$ cat config.mk
export PLATFORM = sky130hd
export DESIGN_NAME = hazard_stall_ctrl_flat
export DESIGN_NICKNAME = d
export VERILOG_FILES = /design/src/rtl/hazard_stall_ctrl_pkg.sv /design/src/rtl/hazard_stall_ctrl_if.sv /design/src/rtl/hazard_stall_ctrl_sat_counter.sv /design/src/rtl/hazard_stall_ctrl.sv /design/src/flat_wrapper.sv
export SDC_FILE = /design/constraint.sdc
export NUM_CORES = 1
export LEC_CHECK = 0
export CORE_MARGIN = 2
export CORE_UTILIZATION = 45
export DETAILED_ROUTE_END_ITERATION = 16
export PLACE_DENSITY_LB_ADDON = 0.08
export SKIP_LAST_GASP = 1
export SLEW_MARGIN = 20
export SYNTH_ARGS = -nofsm -noshare
export SYNTH_HDL_FRONTEND = slang
export SYNTH_SLANG_ARGS = --single-unit
export TNS_END_PERCENT = 1
$ cat constraint.sdc
create_clock -name clk -period 6.7 [get_ports clk]
set_clock_uncertainty 0.2 [all_clocks]
set_input_delay 0.67 -clock clk [delete_from_list [all_inputs] [get_ports clk]]
set_output_delay 0.67 -clock clk [all_outputs]
set_load 0.01 [all_outputs]
$ cat src/rtl/hazard_stall_ctrl_pkg.sv
// Shared types and constants for the pipeline hazard/stall controller.
package hazard_stall_ctrl_pkg;

  typedef enum logic [0:0] {
    RUN      = 1'b0,
    MEM_WAIT = 1'b1
  } state_e;

  localparam int REG_ADDR_W = 4;
  localparam int WAIT_CNT_W = 16;

  function automatic logic src_hit(
    input logic [REG_ADDR_W-1:0] src,
    input logic [REG_ADDR_W-1:0] dest,
    input logic                  wb_en
  );
    return wb_en && (src == dest);
  endfunction

endpackage

$ cat src/rtl/hazard_stall_ctrl_if.sv
// Pipeline-side bundle: decode/exe/mem operand info in, stage freeze/flush controls out.
interface hazard_stall_ctrl_if;
  import hazard_stall_ctrl_pkg::*;

  logic [REG_ADDR_W-1:0] src1;
  logic [REG_ADDR_W-1:0] src2;
  logic                  two_src;
  logic                  src_valid;
  logic [REG_ADDR_W-1:0] exe_dest;
  logic                  exe_wb_en;
  logic                  exe_mem_r_en;
  logic [REG_ADDR_W-1:0] mem_dest;
  logic                  mem_wb_en;
  logic                  fwd_en;
  logic                  branch_taken;
  logic                  mem_req;
  logic                  mem_ready;

  logic                  freeze_pc;
  logic                  freeze_if;
  logic                  flush_if;
  logic                  freeze_id;
  logic                  flush_id;
  logic                  stall_pipe;
  logic                  mem_wait;

  modport master (
    output src1, src2, two_src, src_valid, exe_dest, exe_wb_en, exe_mem_r_en,
           mem_dest, mem_wb_en, fwd_en, branch_taken, mem_req, mem_ready,
    input  freeze_pc, freeze_if, flush_if, freeze_id, flush_id, stall_pipe, mem_wait
  );

  modport slave (
    input  src1, src2, two_src, src_valid, exe_dest, exe_wb_en, exe_mem_r_en,
           mem_dest, mem_wb_en, fwd_en, branch_taken, mem_req, mem_ready,
    output freeze_pc, freeze_if, flush_if, freeze_id, flush_id, stall_pipe, mem_wait
  );

endinterface

$ cat src/rtl/hazard_stall_ctrl_sat_counter.sv
// Saturating up-counter with synchronous clear taking priority over increment.
module sat_counter #(
  parameter int W = 16
) (
  input  logic         clk,
  input  logic         rst,
  input  logic         inc,
  input  logic         clr,
  output logic [W-1:0] cnt
);

  logic [W-1:0] cnt_r;

  // count register, sticks at all-ones
  always_ff @(posedge clk or negedge rst) begin
    if (!rst) begin
      cnt_r <= {W{1'b0}};
    end else if (clr) begin
      cnt_r <= {W{1'b0}};
    end else if (inc && (cnt_r != {W{1'b1}})) begin
      cnt_r <= cnt_r + {{(W-1){1'b0}}, 1'b1};
    end
  end

  assign cnt = cnt_r;

endmodule

$ cat src/rtl/hazard_stall_ctrl.sv
// Drives IF/ID freeze/flush and EXE/MEM stall from data hazards, taken branches
// and the data-memory handshake; keeps stall/bubble counters and a timeout flag.
module hazard_stall_ctrl
  import hazard_stall_ctrl_pkg::*;
#(
  parameter int CNT_W    = 16,
  parameter int WAIT_MAX = 255
) (
  input  logic             clk,
  input  logic             rst,
  hazard_stall_ctrl_if.slave pipe,
  input  logic             cnt_clr,
  output logic             mem_timeout,
  output logic [CNT_W-1:0] stall_cnt,
  output logic [CNT_W-1:0] bubble_cnt
);

  localparam logic [WAIT_CNT_W-1:0] WAIT_LIMIT_M1 = WAIT_CNT_W'(WAIT_MAX - 1);

  state_e                state_r;
  state_e                state_nxt_s;
  logic [WAIT_CNT_W-1:0] wait_cnt_r;
  logic                  timeout_r;
  logic                  mem_stall_s;
  logic                  exe_hit_s;
  logic                  mem_hit_s;
  logic                  hazard_s;

  // FSM state register
  always_ff @(posedge clk or negedge rst) begin
    if (!rst) begin
      state_r <= RUN;
    end else begin
      state_r <= state_nxt_s;
    end
  end

  // FSM next-state: enter wait on an unaccepted request, leave on ready
  always_comb begin
    state_nxt_s = state_r;
    case (state_r)
      RUN: begin
        if (pipe.mem_req && !pipe.mem_ready) begin
          state_nxt_s = MEM_WAIT;
        end else begin
          state_nxt_s = RUN;
        end
      end
      MEM_WAIT: begin
        if (pipe.mem_ready) begin
          state_nxt_s = RUN;
        end else begin
          state_nxt_s = MEM_WAIT;
        end
      end
      default: state_nxt_s = RUN;
    endcase
  end

  // operand hazard detection; with forwarding only a load in EXE needs a bubble
  always_comb begin
    exe_hit_s = src_hit(pipe.src1, pipe.exe_dest, pipe.exe_wb_en) ||
                (pipe.two_src && src_hit(pipe.src2, pipe.exe_dest, pipe.exe_wb_en));
    mem_hit_s = src_hit(pipe.src1, pipe.mem_dest, pipe.mem_wb_en) ||
                (pipe.two_src && src_hit(pipe.src2, pipe.mem_dest, pipe.mem_wb_en));
    if (!pipe.src_valid) begin
      hazard_s = 1'b0;
    end else if (pipe.fwd_en) begin
      hazard_s = exe_hit_s && pipe.exe_mem_r_en;
    end else begin
      hazard_s = exe_hit_s || mem_hit_s;
    end
  end

  assign mem_stall_s = (state_r == MEM_WAIT) || (pipe.mem_req && !pipe.mem_ready);

  // FSM outputs: memory stall beats branch flush beats data-hazard bubble
  always_comb begin
    pipe.freeze_pc  = 1'b0;
    pipe.freeze_if  = 1'b0;
    pipe.flush_if   = 1'b0;
    pipe.freeze_id  = 1'b0;
    pipe.flush_id   = 1'b0;
    pipe.stall_pipe = 1'b0;
    pipe.mem_wait   = (state_r == MEM_WAIT);
    if (mem_stall_s) begin
      pipe.freeze_pc  = 1'b1;
      pipe.freeze_if  = 1'b1;
      pipe.freeze_id  = 1'b1;
      pipe.stall_pipe = 1'b1;
    end else if (pipe.branch_taken) begin
      pipe.flush_if = 1'b1;
      pipe.flush_id = 1'b1;
    end else if (hazard_s) begin
      pipe.freeze_pc = 1'b1;
      pipe.freeze_if = 1'b1;
      pipe.flush_id  = 1'b1;
    end else begin
      pipe.freeze_pc = 1'b0;
    end
  end

  // wait length tracking; the timeout flag is sticky and never aborts the wait
  always_ff @(posedge clk or negedge rst) begin
    if (!rst) begin
      wait_cnt_r <= {WAIT_CNT_W{1'b0}};
      timeout_r  <= 1'b0;
    end else begin
      if (state_r == RUN) begin
        wait_cnt_r <= {WAIT_CNT_W{1'b0}};
      end else if (!pipe.mem_ready && (wait_cnt_r != {WAIT_CNT_W{1'b1}})) begin
        wait_cnt_r <= wait_cnt_r + {{(WAIT_CNT_W-1){1'b0}}, 1'b1};
      end
      if ((state_r == MEM_WAIT) && !pipe.mem_ready && (wait_cnt_r >= WAIT_LIMIT_M1)) begin
        timeout_r <= 1'b1;
      end
    end
  end

  assign mem_timeout = timeout_r;

  sat_counter #(.W(CNT_W)) u_stall_cnt (
    .clk (clk),
    .rst (rst),
    .inc (pipe.freeze_pc),
    .clr (cnt_clr),
    .cnt (stall_cnt)
  );

  sat_counter #(.W(CNT_W)) u_bubble_cnt (
    .clk (clk),
    .rst (rst),
    .inc (pipe.flush_id),
    .clr (cnt_clr),
    .cnt (bubble_cnt)
  );

endmodule

$ cat src/flat_wrapper.sv
// flat-port wrapper written by rule: the top's interface ports become plain ports
module hazard_stall_ctrl_flat import hazard_stall_ctrl_pkg::*;
#(
  parameter int CNT_W    = 16,
  parameter int WAIT_MAX = 255
)
  (clk, rst, cnt_clr, mem_timeout, stall_cnt, bubble_cnt, pipe_src1, pipe_src2, pipe_two_src, pipe_src_valid, pipe_exe_dest, pipe_exe_wb_en, pipe_exe_mem_r_en, pipe_mem_dest, pipe_mem_wb_en, pipe_fwd_en, pipe_branch_taken, pipe_mem_req, pipe_mem_ready, pipe_freeze_pc, pipe_freeze_if, pipe_flush_if, pipe_freeze_id, pipe_flush_id, pipe_stall_pipe, pipe_mem_wait);
  hazard_stall_ctrl_if pipe_i ();
  input  logic clk;
  input  logic rst;
  input  logic cnt_clr;
  output logic mem_timeout;
  output logic [CNT_W-1:0] stall_cnt;
  output logic [CNT_W-1:0] bubble_cnt;
  input wire logic [$bits(pipe_i.src1)-1:0] pipe_src1;
  input wire logic [$bits(pipe_i.src2)-1:0] pipe_src2;
  input wire logic [$bits(pipe_i.two_src)-1:0] pipe_two_src;
  input wire logic [$bits(pipe_i.src_valid)-1:0] pipe_src_valid;
  input wire logic [$bits(pipe_i.exe_dest)-1:0] pipe_exe_dest;
  input wire logic [$bits(pipe_i.exe_wb_en)-1:0] pipe_exe_wb_en;
  input wire logic [$bits(pipe_i.exe_mem_r_en)-1:0] pipe_exe_mem_r_en;
  input wire logic [$bits(pipe_i.mem_dest)-1:0] pipe_mem_dest;
  input wire logic [$bits(pipe_i.mem_wb_en)-1:0] pipe_mem_wb_en;
  input wire logic [$bits(pipe_i.fwd_en)-1:0] pipe_fwd_en;
  input wire logic [$bits(pipe_i.branch_taken)-1:0] pipe_branch_taken;
  input wire logic [$bits(pipe_i.mem_req)-1:0] pipe_mem_req;
  input wire logic [$bits(pipe_i.mem_ready)-1:0] pipe_mem_ready;
  output wire logic [$bits(pipe_i.freeze_pc)-1:0] pipe_freeze_pc;
  output wire logic [$bits(pipe_i.freeze_if)-1:0] pipe_freeze_if;
  output wire logic [$bits(pipe_i.flush_if)-1:0] pipe_flush_if;
  output wire logic [$bits(pipe_i.freeze_id)-1:0] pipe_freeze_id;
  output wire logic [$bits(pipe_i.flush_id)-1:0] pipe_flush_id;
  output wire logic [$bits(pipe_i.stall_pipe)-1:0] pipe_stall_pipe;
  output wire logic [$bits(pipe_i.mem_wait)-1:0] pipe_mem_wait;
  assign pipe_i.src1 = pipe_src1;
  assign pipe_i.src2 = pipe_src2;
  assign pipe_i.two_src = pipe_two_src;
  assign pipe_i.src_valid = pipe_src_valid;
  assign pipe_i.exe_dest = pipe_exe_dest;
  assign pipe_i.exe_wb_en = pipe_exe_wb_en;
  assign pipe_i.exe_mem_r_en = pipe_exe_mem_r_en;
  assign pipe_i.mem_dest = pipe_mem_dest;
  assign pipe_i.mem_wb_en = pipe_mem_wb_en;
  assign pipe_i.fwd_en = pipe_fwd_en;
  assign pipe_i.branch_taken = pipe_branch_taken;
  assign pipe_i.mem_req = pipe_mem_req;
  assign pipe_i.mem_ready = pipe_mem_ready;
  assign pipe_freeze_pc = pipe_i.freeze_pc;
  assign pipe_freeze_if = pipe_i.freeze_if;
  assign pipe_flush_if = pipe_i.flush_if;
  assign pipe_freeze_id = pipe_i.freeze_id;
  assign pipe_flush_id = pipe_i.flush_id;
  assign pipe_stall_pipe = pipe_i.stall_pipe;
  assign pipe_mem_wait = pipe_i.mem_wait;
  hazard_stall_ctrl #(.CNT_W(CNT_W), .WAIT_MAX(WAIT_MAX)) u_core (.clk(clk), .rst(rst), .pipe(pipe_i), .cnt_clr(cnt_clr), .mem_timeout(mem_timeout), .stall_cnt(stall_cnt), .bubble_cnt(bubble_cnt));
endmodule
==> impl.org <==
** Synth
- Summing the areas of all compound-gate instances in the mapped netlist gives 12.4% of the synthesized area.
- Summing the areas of all fa, ha and maj instances in the mapped netlist gives 1.69% of the synthesized area.
- Top post-synthesis cells by count :: sky130_fd_sc_hd__dfrtp_1 (50), sky130_fd_sc_hd__nor2_1 (45), sky130_fd_sc_hd__xnor2_1 (29), sky130_fd_sc_hd__nand3_1 (19), sky130_fd_sc_hd__a21oi_1 (16)
- After synthesis, the largest family of logic cells by area is simple AND/OR/NAND/NOR gates.
- Among all cell types in the netlist, the one instantiated most often is sky130_fd_sc_hd__dfrtp_1.
- Average cell area after synthesis :: 9.48 um2
- Sequential elements use 42.3% of the synthesized area.
- Post-synthesis cell type with the largest combined area :: sky130_fd_sc_hd__dfrtp_1
- Share of the synthesized area in the top cell type :: 42.3%
- After synthesis the netlist holds a flip-flop and latch count of 50.
- Dominant synthesized flop cell :: sky130_fd_sc_hd__dfrtp_1
- The synthesized netlist devotes 23.9% of its cell area to simple gates.
- Number of standard cells after synthesis :: 312
- Yosys mapped the design onto 47 distinct sky130hd cell types.
- After synthesis, the share of cell area in mux cells is 4.65%.
- Warnings from Yosys :: 0
- Counting flops with a built-in enable in the synthesized netlist gives 0.
- Counting flops with an async set or reset pin after synthesis yields a share of 100%.
- Netlist area before placement :: 2960 um2
- In the post-synthesis netlist, the biggest area contributors are sky130_fd_sc_hd__dfrtp_1 (42%), sky130_fd_sc_hd__xnor2_1 (8.6%), sky130_fd_sc_hd__nor2_1 (5.7%).
- Of the total synthesized cell area, the portion taken by XOR and XNOR cells is 11.8%.
- Total nets after synthesis :: 344

** Finish
- The post-route netlist has 10.1% of its cells at a drive strength greater than 1.
- Combined area of the multi-input logic cells :: 1610 um2
- After the last flow step, the layout net total stands at 409.
- After routing the design area is 3780 um2.
- Total area of sequential cells :: 1250 um2
- Once layout is complete, the utilization of the core stands at 59.5%.
- Fill cell count :: 556
- Number of standard cells in the final layout excluding fillers :: 455
- Antenna Diode Count :: 0
- Relative to the synthesized area, the layout overhead comes to 27.8%.

** Setup path
- Startpoint types :: primary input
- Element type at the critical path end :: primary output
- Arrival @ worst endpoint :: 2.90 ns
- Count of buffering cells on the critical path with inverters included :: 2
- The signal on the critical path passes through clkdlybuf4s50_1 -> xnor2_1 -> nand3_1 -> o32ai_2 -> o21ai_2 -> a21oi_2 -> clkdlybuf4s50_1.
- Along the worst path, the maximum fanout reaches 7.
- In this design, the critical path's most frequently occurring cell is sky130_fd_sc_hd__clkdlybuf4s50_1.
- The worst setup path is of the in2out kind.
- For the worst setup path, the data required time is 5.83 ns.
- Slowest cell on crit path :: sky130_fd_sc_hd__clkdlybuf4s50_1
- On the worst path, the slowest cell contributes a delay of 0.60 ns.
- Largest delay contributor family on the critical path :: buffers and inverters

** Die
- For this design the top-level I/O count stands at 68.
- Number of rows created at floorplan :: 29
- Total die area :: 7240 um2
- The floorplan step set the die height to 85.1 um.
- The initial utilization of the core area, before any placement, comes to 46.6%.
- The core region is 6350 um2.
- Die X :: 85.1 um

** Pwr
- Sum of internal, switching and leakage power :: 0.578 mW
- Across the VDD grid, the largest voltage drop is 0.114 mV.
- Logic pwr share :: 14.2%
- Cell internal power was estimated by the tool at 0.429 mW.
- Of the total power, registers draw 53.7%.
- Fraction of power spent switching nets :: 25.8%
- Pwr Density :: 153 nW/um2
- The clock network burns 32.1% of the power.
- For this design the static power due to leakage is 1.55 nW.
- Switching power total :: 0.149 mW

** STA
- Final min period :: 3.77 ns
- The final number of hold-violating endpoints is 0.
- Setup_tns :: 0 ns
- Setup repair after global routing left no endpoint under its margin.
- Setup violations remaining at the end of the flow were counted as 0.
- Least-Margin Pin Slew :: 0.666 ns
- Top achievable clock speed :: 0.266 GHz
- The final critical path takes up 56.2% of the cycle.
- The number of pins exceeding their max-slew limit in the final report is 0.
- Measured against its own limit, the worst slew margin works out to 55.6%.

** Global route
- Combined global-route utilization of all metal layers :: 18.5%
- The via count of the first global-routing pass was 2219.
- The number of antenna violations at the first check in global routing came to 0.
- The first global-routing pass estimated 10800 um of wire.
- Entering global routing, the biggest net connects 51 pins.
- Global routing finished with a remaining overflow of 0.

** CTS
- Clock latency on the worst-skew pair, taken at its later pin, is 0.31 ns.
- The clock passes through at most 2 buffers.
- In this run, CTS created clock tree buffers numbering 5.
- Gates resized during post-CTS repair numbered 0.
- TritonCTS built the clock tree.
- Post CTS Setup Buffer Count :: 0
- Clock slew at reported path FFs :: 0.09 ns
- Total clock sinks :: 50
- CTS Hold Buffers Added :: 0
- Root buffer cell :: sky130_fd_sc_hd__clkbuf_8
- The H-tree was split into 2 levels.

** Drt
- The final layout contains routed wiring with a total length of 6570 um.
- Detail-routed via count per cell :: 5.48
- In the routed design, unresolved DRC markers number 0.
- Vias :: 2492
- Antenna Violating Nets Remaining :: 0
- In this run, the number of DRC markers left after iteration 0 of detailed routing was 121.
- Routed len/inst :: 14.4 um
- The first detailed-routing pass ran for 4 iterations.

** Placed design
- Placed cell count :: 447
- Buffers on Ports :: 67
- Summed over all nets, the half-perimeter wirelength after detailed placement is 4720 um.
- The congestion estimate from routability-driven global placement came to 0.781.
- After detailed placement, the total cell area comes to 3680 um2.

** Run status
- Status :: completed

** Min path
- In this run the worst hold path is classified as in2async.

** Job
- Max-cap viol count :: 0
metal layers:
layer / GRT usage, % / vias up / part of all wire, %
met2: 28.4 / 51 / 46
li1: - / 1225 / -
met3: 2.82 / 8 / 4.2
met4: 5.92 / 0 / 1.2
met1: 27.0 / 1208 / 49
met5: 0 / - / 0
cells by family (layout without fill, tap and decap cells):
logic type               after synthesis  count (layout)
AO/OA/AOI/OAI                         48              48
XOR/XNOR                              40              40
adder cells (fa/ha/maj)                4               4
buffers and inverters                 23              89
flip-flops                            50              50
multiplexers                          12              12
AND/OR/NAND/NOR                      135             135
power by group through the flow:
stage | clock, mW | combinational (mW) | sequential (mW)
6_report | 0.186 | 0.0823 | 0.311
3_3_place_gp | 0 | 0.0828 | 0.317
4_1_cts | 0.192 | 0.0836 | 0.311
5_1_grt | 0.204 | 0.0909 | 0.311
2_1_floorplan | 0 | 0.0384 | 0.317
3_5_place_dp | 0 | 0.0834 | 0.317
layout by cell type (no fill, tap or decap), types with 3 or more instances in the layout:
master                             n
sky130_fd_sc_hd__nand2_1          12
sky130_fd_sc_hd__a21oi_1          16
sky130_fd_sc_hd__nand4_1          13
sky130_fd_sc_hd__dfrtp_1          50
sky130_fd_sc_hd__nand3_1          19
sky130_fd_sc_hd__nor2_1           45
sky130_fd_sc_hd__nor2b_1          12
sky130_fd_sc_hd__nand2b_1          3
sky130_fd_sc_hd__o21ai_0           4
sky130_fd_sc_hd__ha_1              4
sky130_fd_sc_hd__xor2_1           11
sky130_fd_sc_hd__xnor2_1          29
sky130_fd_sc_hd__inv_1            11
sky130_fd_sc_hd__clkbuf_8          6
sky130_fd_sc_hd__a211oi_1          4
sky130_fd_sc_hd__and2_1            4
sky130_fd_sc_hd__clkdlybuf4s50_1  66
sky130_fd_sc_hd__mux2_2            8
sky130_fd_sc_hd__and3_1           11
sky130_fd_sc_hd__and4_1            6
sky130_fd_sc_hd__a31o_2            6
worst paths after layout:
check,startpoint,endpoint,slack (ns),cells after the start
min in group clk,u_core.mem_timeout$_DFFE_PN0P_,u_core.mem_timeout$_DFFE_PN0P_,0.30,1
max reg2reg,u_core.u_stall_cnt.cnt[8]$_DFFE_PN0P_,u_core.u_stall_cnt.cnt[7]$_DFFE_PN0P_,4.00,7
max in group asynchronous,rst,u_core.u_bubble_cnt.cnt[5]$_DFFE_PN0P_,5.57,2
min,rst,u_core.u_stall_cnt.cnt[4]$_DFFE_PN0P_,0.25,2
max,pipe_src2[1],pipe_flush_id,2.93,7
min reg2reg,u_core.mem_timeout$_DFFE_PN0P_,u_core.mem_timeout$_DFFE_PN0P_,0.30,1
per-stage QoR:
stage / setup slack (ns) / hold slack (ns)
2_1_floorplan: 3.88 / 0.174
3_3_place_gp: 2.95 / 0.298
3_5_place_dp: 2.90 / 0.289
4_1_cts: 2.90 / 0.299
5_1_grt: 2.77 / 0.328
6_report: 2.93 / 0.254
state kept, by name, summed over array words and instances, names as in the netlist:
name / flops
u_core.pipe.mem_wait: 1
u_core.u_stall_cnt.cnt: 16
u_core.mem_timeout: 1
u_core.wait_cnt_r: 16
u_core.u_bubble_cnt.cnt: 16
cell type report:
cell class | count | area share, %
Clock inverter | 2 | 0.331
Sequential cell | 50 | 33.1
Timing Repair Buffer | 69 | 18.0
Clock buffer | 6 | 2.18
Multi-Input combinational cell | 239 | 42.6
Inverter | 12 | 1.19
Tap cell | 77 | 2.55
worst register-to-register path, stage by stage (launching register included):
cell and delay, ns:
sky130_fd_sc_hd__dfrtp_1 0.46, sky130_fd_sc_hd__nand4_1 0.15, sky130_fd_sc_hd__nor4_2 0.39, sky130_fd_sc_hd__nand3_1 0.24, sky130_fd_sc_hd__o221ai_2 0.40, sky130_fd_sc_hd__nand2_1 0.24, sky130_fd_sc_hd__nand4_1 0.18, sky130_fd_sc_hd__mux2_2 0.34
Note: power is estimated with default switching activity, not from simulation.
